[src/rtl/tt_vpu_mask_pkg.sv]
// Shared types for the VPU mask/index credit channel, used by the LSU-side
// receiver and by the transmitter.
package tt_vpu_mask_pkg;

  localparam int MASK_IDX_ITEM_W   = 65;
  localparam int MASK_IDX_MASK_BIT = 64;

  typedef logic [MASK_IDX_ITEM_W-1:0] mask_idx_item_t;

  typedef struct packed {
    logic           last_idx;
    mask_idx_item_t item;
  } mask_idx_entry_t;

  typedef enum logic {
    IDLE,
    ACTIVE
  } rx_state_e;

endpackage

[src/rtl/tt_mask_idx_rx_if.sv]
// Mask/index credit channel: item push towards the LSU, credit return to the VPU.
interface tt_mask_idx_rx_if;
  import tt_vpu_mask_pkg::*;

  logic           valid;
  mask_idx_item_t item;
  logic           last_idx;
  logic           credit;

  modport master (output valid, output item, output last_idx, input credit);
  modport slave  (input valid, input item, input last_idx, output credit);

endinterface

[src/rtl/tt_mask_idx_fifo.sv]
// Small synchronous FIFO with a registered head; a push while full is only
// taken when a pop frees an entry in the same cycle.
module tt_mask_idx_fifo #(
  parameter int DEPTH = 2,
  parameter int WIDTH = 66
) (
  input  logic             i_clk,
  input  logic             i_reset,
  input  logic             push,
  input  logic [WIDTH-1:0] push_data,
  input  logic             pop,
  output logic [WIDTH-1:0] head,
  output logic             full,
  output logic             empty
);

  localparam int AW = (DEPTH > 1) ? $clog2(DEPTH) : 1;
  localparam int CW = $clog2(DEPTH + 1);

  logic [WIDTH-1:0] mem [DEPTH];
  logic [AW-1:0]    wr_ptr_reg;
  logic [AW-1:0]    rd_ptr_reg;
  logic [CW-1:0]    count_reg;
  logic             do_push;
  logic             do_pop;

  function automatic logic [AW-1:0] ptr_inc(input logic [AW-1:0] p);
    return (p == AW'(DEPTH - 1)) ? '0 : p + AW'(1);
  endfunction

  assign empty   = (count_reg == '0);
  assign full    = (count_reg == CW'(DEPTH));
  assign do_pop  = pop && !empty;
  assign do_push = push && (!full || do_pop);
  assign head    = mem[rd_ptr_reg];

  always_ff @(posedge i_clk or posedge i_reset) begin
    if (i_reset) begin
      wr_ptr_reg <= '0;
      rd_ptr_reg <= '0;
      count_reg  <= '0;
    end else begin
      if (do_push) wr_ptr_reg <= ptr_inc(wr_ptr_reg);
      if (do_pop)  rd_ptr_reg <= ptr_inc(rd_ptr_reg);
      case ({do_push, do_pop})
        2'b10:   count_reg <= count_reg + CW'(1);
        2'b01:   count_reg <= count_reg - CW'(1);
        default: count_reg <= count_reg;
      endcase
    end
  end

  // Storage carries no reset; validity is tracked by the pointers alone.
  always_ff @(posedge i_clk) begin
    if (do_push) mem[wr_ptr_reg] <= push_data;
  end

endmodule

[src/rtl/tt_mask_idx_rx.sv]
// LSU-side receiver: buffers mask/index items, returns credits, and unpacks
// them into a per-element mask/index stream for the address generator.
module tt_mask_idx_rx
  import tt_vpu_mask_pkg::*;
#(
  parameter int VLEN         = 256,
  parameter int MASK_CREDITS = 2
) (
  input  logic                       i_clk,
  input  logic                       i_reset,
  tt_mask_idx_rx_if.slave            mask_idx,
  input  logic                       i_start,
  input  logic                       i_is_indexed,
  input  logic [$clog2(VLEN+1)-1:0]  i_vl,
  output logic                       o_elem_valid,
  input  logic                       i_elem_ready,
  output logic                       o_elem_mask,
  output logic [63:0]                o_elem_index,
  output logic                       o_elem_last,
  output logic                       o_busy,
  output logic                       o_protocol_err
);

  localparam int VLW = $clog2(VLEN + 1);

  rx_state_e       state_reg, state_next;
  logic            indexed_reg, indexed_next;
  logic [VLW-1:0]  vl_reg, vl_next;
  logic [VLW-1:0]  elem_cnt_reg, elem_cnt_next;
  logic [5:0]      bit_ptr_reg, bit_ptr_next;
  logic            err_reg, err_next;
  logic            credit_reg;

  mask_idx_entry_t push_entry;
  mask_idx_entry_t head;
  logic            fifo_full;
  logic            fifo_empty;
  logic            active;
  logic            consume;
  logic            pop;

  assign push_entry = '{last_idx: mask_idx.last_idx, item: mask_idx.item};

  tt_mask_idx_fifo #(
    .DEPTH (MASK_CREDITS),
    .WIDTH ($bits(mask_idx_entry_t))
  ) u_fifo (
    .i_clk     (i_clk),
    .i_reset   (i_reset),
    .push      (mask_idx.valid),
    .push_data (push_entry),
    .pop       (pop),
    .head      (head),
    .full      (fifo_full),
    .empty     (fifo_empty)
  );

  assign active       = (state_reg == ACTIVE);
  assign o_busy       = active;
  assign o_elem_valid = active && !fifo_empty;
  assign o_elem_last  = active && (elem_cnt_reg == vl_reg - VLW'(1));
  assign consume      = o_elem_valid && i_elem_ready;
  // A mask chunk retires after its 64th bit or on the memop's final element.
  assign pop          = consume && (indexed_reg || bit_ptr_reg == 6'd63 || o_elem_last);

  // Gated by valid so the unreset FIFO storage never leaks onto the outputs.
  assign o_elem_mask  = o_elem_valid &&
                        (indexed_reg ? head.item[MASK_IDX_MASK_BIT] : head.item[bit_ptr_reg]);
  assign o_elem_index = (o_elem_valid && indexed_reg) ? head.item[63:0] : 64'd0;

  assign mask_idx.credit = credit_reg;
  assign o_protocol_err  = err_reg;

  always_ff @(posedge i_clk or posedge i_reset) begin
    if (i_reset) begin
      state_reg    <= IDLE;
      indexed_reg  <= 1'b0;
      vl_reg       <= '0;
      elem_cnt_reg <= '0;
      bit_ptr_reg  <= '0;
      err_reg      <= 1'b0;
      credit_reg   <= 1'b0;
    end else begin
      state_reg    <= state_next;
      indexed_reg  <= indexed_next;
      vl_reg       <= vl_next;
      elem_cnt_reg <= elem_cnt_next;
      bit_ptr_reg  <= bit_ptr_next;
      err_reg      <= err_next;
      credit_reg   <= pop;
    end
  end

  always_comb begin
    state_next    = state_reg;
    indexed_next  = indexed_reg;
    vl_next       = vl_reg;
    elem_cnt_next = elem_cnt_reg;
    bit_ptr_next  = bit_ptr_reg;
    err_next      = err_reg;

    if (mask_idx.valid && fifo_full && !pop) err_next = 1'b1;

    case (state_reg)
      IDLE: begin
        if (i_start && i_vl != '0) begin
          state_next    = ACTIVE;
          indexed_next  = i_is_indexed;
          vl_next       = i_vl;
          elem_cnt_next = '0;
          bit_ptr_next  = '0;
        end
      end
      ACTIVE: begin
        if (i_start) err_next = 1'b1;
        if (consume) begin
          elem_cnt_next = elem_cnt_reg + VLW'(1);
          bit_ptr_next  = pop ? 6'd0 : bit_ptr_reg + 6'd1;
          // The entry's last flag must coincide exactly with the final element.
          if (pop && (head.last_idx != o_elem_last)) err_next = 1'b1;
          if (o_elem_last) state_next = IDLE;
        end
      end
      default: state_next = IDLE;
    endcase
  end

endmodule

[src/flat_wrapper.sv]
// flat-port wrapper written by rule: the top's interface ports become plain ports
module tt_mask_idx_rx_flat import tt_vpu_mask_pkg::*;
#(
  parameter int VLEN         = 256,
  parameter int MASK_CREDITS = 2
)
  (i_clk, i_reset, i_start, i_is_indexed, i_vl, o_elem_valid, i_elem_ready, o_elem_mask, o_elem_index, o_elem_last, o_busy, o_protocol_err, mask_idx_valid, mask_idx_item, mask_idx_last_idx, mask_idx_credit);
  tt_mask_idx_rx_if mask_idx_i ();
  input  logic i_clk;
  input  logic i_reset;
  input  logic i_start;
  input  logic i_is_indexed;
  input  logic [$clog2(VLEN+1)-1:0] i_vl;
  output logic o_elem_valid;
  input  logic i_elem_ready;
  output logic o_elem_mask;
  output logic [63:0] o_elem_index;
  output logic o_elem_last;
  output logic o_busy;
  output logic o_protocol_err;
  input wire logic [$bits(mask_idx_i.valid)-1:0] mask_idx_valid;
  input wire logic [$bits(mask_idx_i.item)-1:0] mask_idx_item;
  input wire logic [$bits(mask_idx_i.last_idx)-1:0] mask_idx_last_idx;
  output wire logic [$bits(mask_idx_i.credit)-1:0] mask_idx_credit;
  assign mask_idx_i.valid = mask_idx_valid;
  assign mask_idx_i.item = mask_idx_item;
  assign mask_idx_i.last_idx = mask_idx_last_idx;
  assign mask_idx_credit = mask_idx_i.credit;
  tt_mask_idx_rx #(.VLEN(VLEN), .MASK_CREDITS(MASK_CREDITS)) u_core (.i_clk(i_clk), .i_reset(i_reset), .mask_idx(mask_idx_i), .i_start(i_start), .i_is_indexed(i_is_indexed), .i_vl(i_vl), .o_elem_valid(o_elem_valid), .i_elem_ready(i_elem_ready), .o_elem_mask(o_elem_mask), .o_elem_index(o_elem_index), .o_elem_last(o_elem_last), .o_busy(o_busy), .o_protocol_err(o_protocol_err));
endmodule
[config.mk]
export PLATFORM = sky130hd
export DESIGN_NAME = tt_mask_idx_rx_flat
export DESIGN_NICKNAME = d
export VERILOG_FILES = /design/src/rtl/tt_vpu_mask_pkg.sv /design/src/rtl/tt_mask_idx_rx_if.sv /design/src/rtl/tt_mask_idx_fifo.sv /design/src/rtl/tt_mask_idx_rx.sv /design/src/flat_wrapper.sv
export SDC_FILE = /design/constraint.sdc
export NUM_CORES = 1
export LEC_CHECK = 0
export BUFFER_PORTS_ARGS = -buffer_cell sky130_fd_sc_hd__buf_2
export CAP_MARGIN = 40
export CORE_ASPECT_RATIO = 1.1
export CORE_MARGIN = 8
export CORE_UTILIZATION = 44
export CTS_CLUSTER_DIAMETER = 150
export CTS_CLUSTER_SIZE = 12
export DETAILED_ROUTE_END_ITERATION = 8
export GPL_ROUTABILITY_DRIVEN = 0
export MAX_ROUTING_LAYER = met4
export PLACE_DENSITY = 0.69
export SLEW_MARGIN = 30
export SYNTH_ARGS = -nofsm -noshare
export SYNTH_HDL_FRONTEND = slang
export SYNTH_HIERARCHICAL = 1
export SYNTH_SLANG_ARGS = --single-unit
[constraint.sdc]
create_clock -name i_clk -period 5.7 [get_ports i_clk]
set_input_delay 1.14 -clock i_clk [delete_from_list [all_inputs] [get_ports i_clk]]
set_output_delay 1.14 -clock i_clk [all_outputs]
set_load 0.02 [all_outputs]
==> impl_metrics.toml <==
[status]
outcome = "finished clean"

[clocking]
clk_pin_slew_worst_paths_ns = 0.06
postCtsHoldBufs = 0
post_cts_resized = 0
cts_tree = "done"
insertion_delay_ns = 0.42
post-cts-setup-buffer-count = 0
ctsHtreeMaxLevel = 4
numCtsBuffers = 17
ctsLongestPathBuffers = 2
root_buffer = "sky130_fd_sc_hd__clkbuf_16"
cts.sink_count = 164

[min_path]
hold_path_class = "register to register"

[timing]
timing.fmax_mhz = 213
postLayoutSetupSlackWorst_ns = 0.997
setup_tns_ns = 0
slew_margin_rel_pct = 48.3
tightest_slew_ns = 0.776
hold_viol_final = 0
worst_clock_skew_ns = 0.0107
grt_setup_unrepaired = "false"
final_min_period_over_clock_period_pct = 82.5
timing.final.max_slew_violations = 0
report.final.setup_viol = 0
layout_min_cycle_time_ns = 4.70

[grt]
groute.usage.overall_pct = 17.7
grt_overflow_total = 0
grt_antenna_before_repair = 3
grt_first_pass_wirelength_um = 29200
maximum_number_of_pins_on_one_net_before_global_route_repair = 49
via_count_of_the_first_global_routing_pass = 5375

[setup_path]
endpoint_of_the_most_critical_setup_path = "o_elem_last"
critical_r2r_launch = "u_core/vl_reg[1]$_DFFE_PP0P_"
critPathMaxStageDelay_ns = 0.48
crit_path_cell_trace = "inv_1 -> ha_1 -> or3b_2 -> a2111oi_0 -> a31o_2 -> a21oi_1 -> clkbuf_2 -> or3_1 -> nor3_1 -> buf_2"
r2r_setup_slack_ns = 1.35
cpMaxStageDelayCell = "sky130_fd_sc_hd__dfrtp_1"
setup.worst_path.start_class = "register"
critPathCaptureType = "output pin"
worstSetupPathType = "register to output pin"
reg2regPathDepth = 9
worstReg2RegEnd = "u_core/u_fifo/mem[1][19]$_DFFE_PP_"
worstSetupStartpoint = "u_core/vl_reg[0]$_DFFE_PP0P_"
cp.arrival_ns = 3.56
critical_path.max_fanout = 8
critPathRequiredTime_ns = 4.56

[yosys]
postSynth.asyncResetShare_pct = 19.5
synthDistinctLibCells = 56
yosysTopAreaCellShare_pct = 51.7
number_of_instances_in_the_synthesized_netlist = 535
yosys_warnings = 6
syn-num-nets = 619
yosysTopAreaCell = "sky130_fd_sc_hd__edfxtp_1"
mappedNetlistArea_um2 = 7660
yosys_register_bits = 164
postSynth.topFlopCell = "sky130_fd_sc_hd__edfxtp_1"
number_of_flops_mapped_to_enable_cells_by_yosys = 132
syn_avg_cell_area_um2 = 14.3
synth_seq_area_share_pct = 62.2
synth.top_cells.by_area = "sky130_fd_sc_hd__edfxtp_1, sky130_fd_sc_hd__mux2_2, sky130_fd_sc_hd__dfrtp_1"

[run]
max_cap_viol_count = 0

[detailed_routing]
vias_per_cell = 5.50
drcViolationCount = 0
first_iter_violations = 403
postRouteAntennaNets = 0
number_of_detailed_routing_iterations_run_before_antenna_repair = 5
post_drt_wl_per_cell_um = 20.0
route.final.wire_length_um = 18500
vias = 5104

[finish]
final_core_utilization_pct = 54.3
layout-drive-gt1-share_pct = 43.1
n_fill_cell = 1457
final-seq-area_um2 = 4770
syn2layout_area_growth_pct = 20.7
finish.instance_area_um2 = 9250
flip_flop_count_of_the_largest_register_all_copies_and_words_added = 132
layout.nets = 763
multi_input_area_um2 = 2710

[placement]
port_buffers = 150
pre_cts_slack_ns = 1.35
placed_cell_area_um2 = 8670
dpl.hpwl_um = 13100

[floorplan]
die_h_um = 154
design.core.area_um2 = 17000
start_util_pct = 45.0
fp.dieArea_um2 = 21900
pin_count = 151
die_x_um = 142
core.rowCount = 50

[pwr]
total_power_w = 0.00526
irDropWorstVdd_v = 0.000303
power_leakage_nw = 3.79
p_per_area_nw_per_um2 = 569
==> area by class of cell <==
class | count | share of cell area [%]
antenna | 3 | 0.0812
multi-input combinational | 327 | 29.3
inverter | 9 | 0.365
timing repair buffer | 160 | 9.39
clock inverter | 14 | 1.53
tap | 234 | 3.17
clock buffer | 17 | 4.60
sequential | 164 | 51.6
==> worst min path at each step <==
stage | start | end | slack [ns] | cells after the start
global route | u_core/vl_reg[8]$_DFFE_PP0P_ | u_core/vl_reg[8]$_DFFE_PP0P_ | 0.57 | 1
finish | u_core/vl_reg[8]$_DFFE_PP0P_ | u_core/vl_reg[8]$_DFFE_PP0P_ | 0.54 | 1
floorplan | u_core/u_fifo/wr_ptr_reg$_DFFE_PP0P_ | u_core/u_fifo/wr_ptr_reg$_DFFE_PP0P_ | 0.48 | 1
global placement | u_core/vl_reg[8]$_DFFE_PP0P_ | u_core/vl_reg[8]$_DFFE_PP0P_ | 0.51 | 1
CTS | u_core/vl_reg[8]$_DFFE_PP0P_ | u_core/vl_reg[8]$_DFFE_PP0P_ | 0.54 | 1
detailed placement | u_core/vl_reg[8]$_DFFE_PP0P_ | u_core/vl_reg[8]$_DFFE_PP0P_ | 0.53 | 1
==> critical path, delay by kind of cell, from the launching register on <==
kind	cells	cell delay, ns
AOI/OAI and AO/OA	3	0.73
buffers and inverters	3	0.53
DFF	1	0.48
adders and majority gates	1	0.28
and+or+nand+nor	3	1.13
==> where the power goes <==
| group | switching [W] | leakage (nW) | internal (W) | total, W |
|---|---|---|---|---|
| Combinational | 0.00127 | 1.90 | 0.000960 | 0.00223 |
| Sequential | 0.000283 | 1.61 | 0.00165 | 0.00193 |
| Clock | 0.000484 | 0.272 | 0.000613 | 0.00110 |
| Total | 0.00204 | 3.79 | 0.00322 | 0.00526 |
==> synthesized netlist by cell type (all sizes together), types with 2 or more instances <==
cell type  count
edfxtp       132
mux2          74
and3          67
dfrtp         32
clkbuf        25
nand2         23
nor2          22
mux4          16
a21oi         13
buf           10
xor2          10
a22oi          9
inv            9
xnor2          9
nand3          7
nor3           7
o21ai          7
nand2b         5
or3            5
nor4           4
o211ai         4
o31ai          4
ha             3
nand4          3
nor2b          3
o2111ai        3
a311oi         2
and2           2
o21a           2
or2            2
or3b           2
or4            2
==> metrics by stage <==
step / instances / hold WS (ns)
finish: 928 / 0.539
global route: 928 / 0.566
CTS: 924 / 0.544
detailed placement: 893 / 0.530
global placement: 891 / 0.515
floorplan: 535 / 0.476
==> routing by layer <==
metal	share of wire [%]	vias to the layer above	track usage, %
met3	6.0	23	4.28
met4	1.7	0	5.58
met1	41	2533	21.2
met2	51	192	29.1
li1	-	2356	-
met5	0	-	-
==> kinds of logic after synthesis <==
family                     after synthesis  synth area share [%]
DFF                                    164                  62.2
xor gates and xnor gates                19                  2.17
AOI/OAI and AO/OA                       56                  5.16
buffers and inverters                   44                  2.76
adders and majority gates                3                 0.490
muxes                                   90                  15.6
and+or+nand+nor                        159                  11.7
==> cell usage in the layout (no fill, tap or decap), types with 10 or more instances in the layout <==
master	n
sky130_fd_sc_hd__nand2_1	22
sky130_fd_sc_hd__edfxtp_1	132
sky130_fd_sc_hd__clkbuf_16	17
sky130_fd_sc_hd__mux2_2	74
sky130_fd_sc_hd__and3_1	66
sky130_fd_sc_hd__mux4_2	16
sky130_fd_sc_hd__buf_2	150
sky130_fd_sc_hd__nor2_1	21
sky130_fd_sc_hd__a21oi_1	13
sky130_fd_sc_hd__dfrtp_1	29
sky130_fd_sc_hd__xor2_1	10
Note: power is estimated with default switching activity, not from simulation.
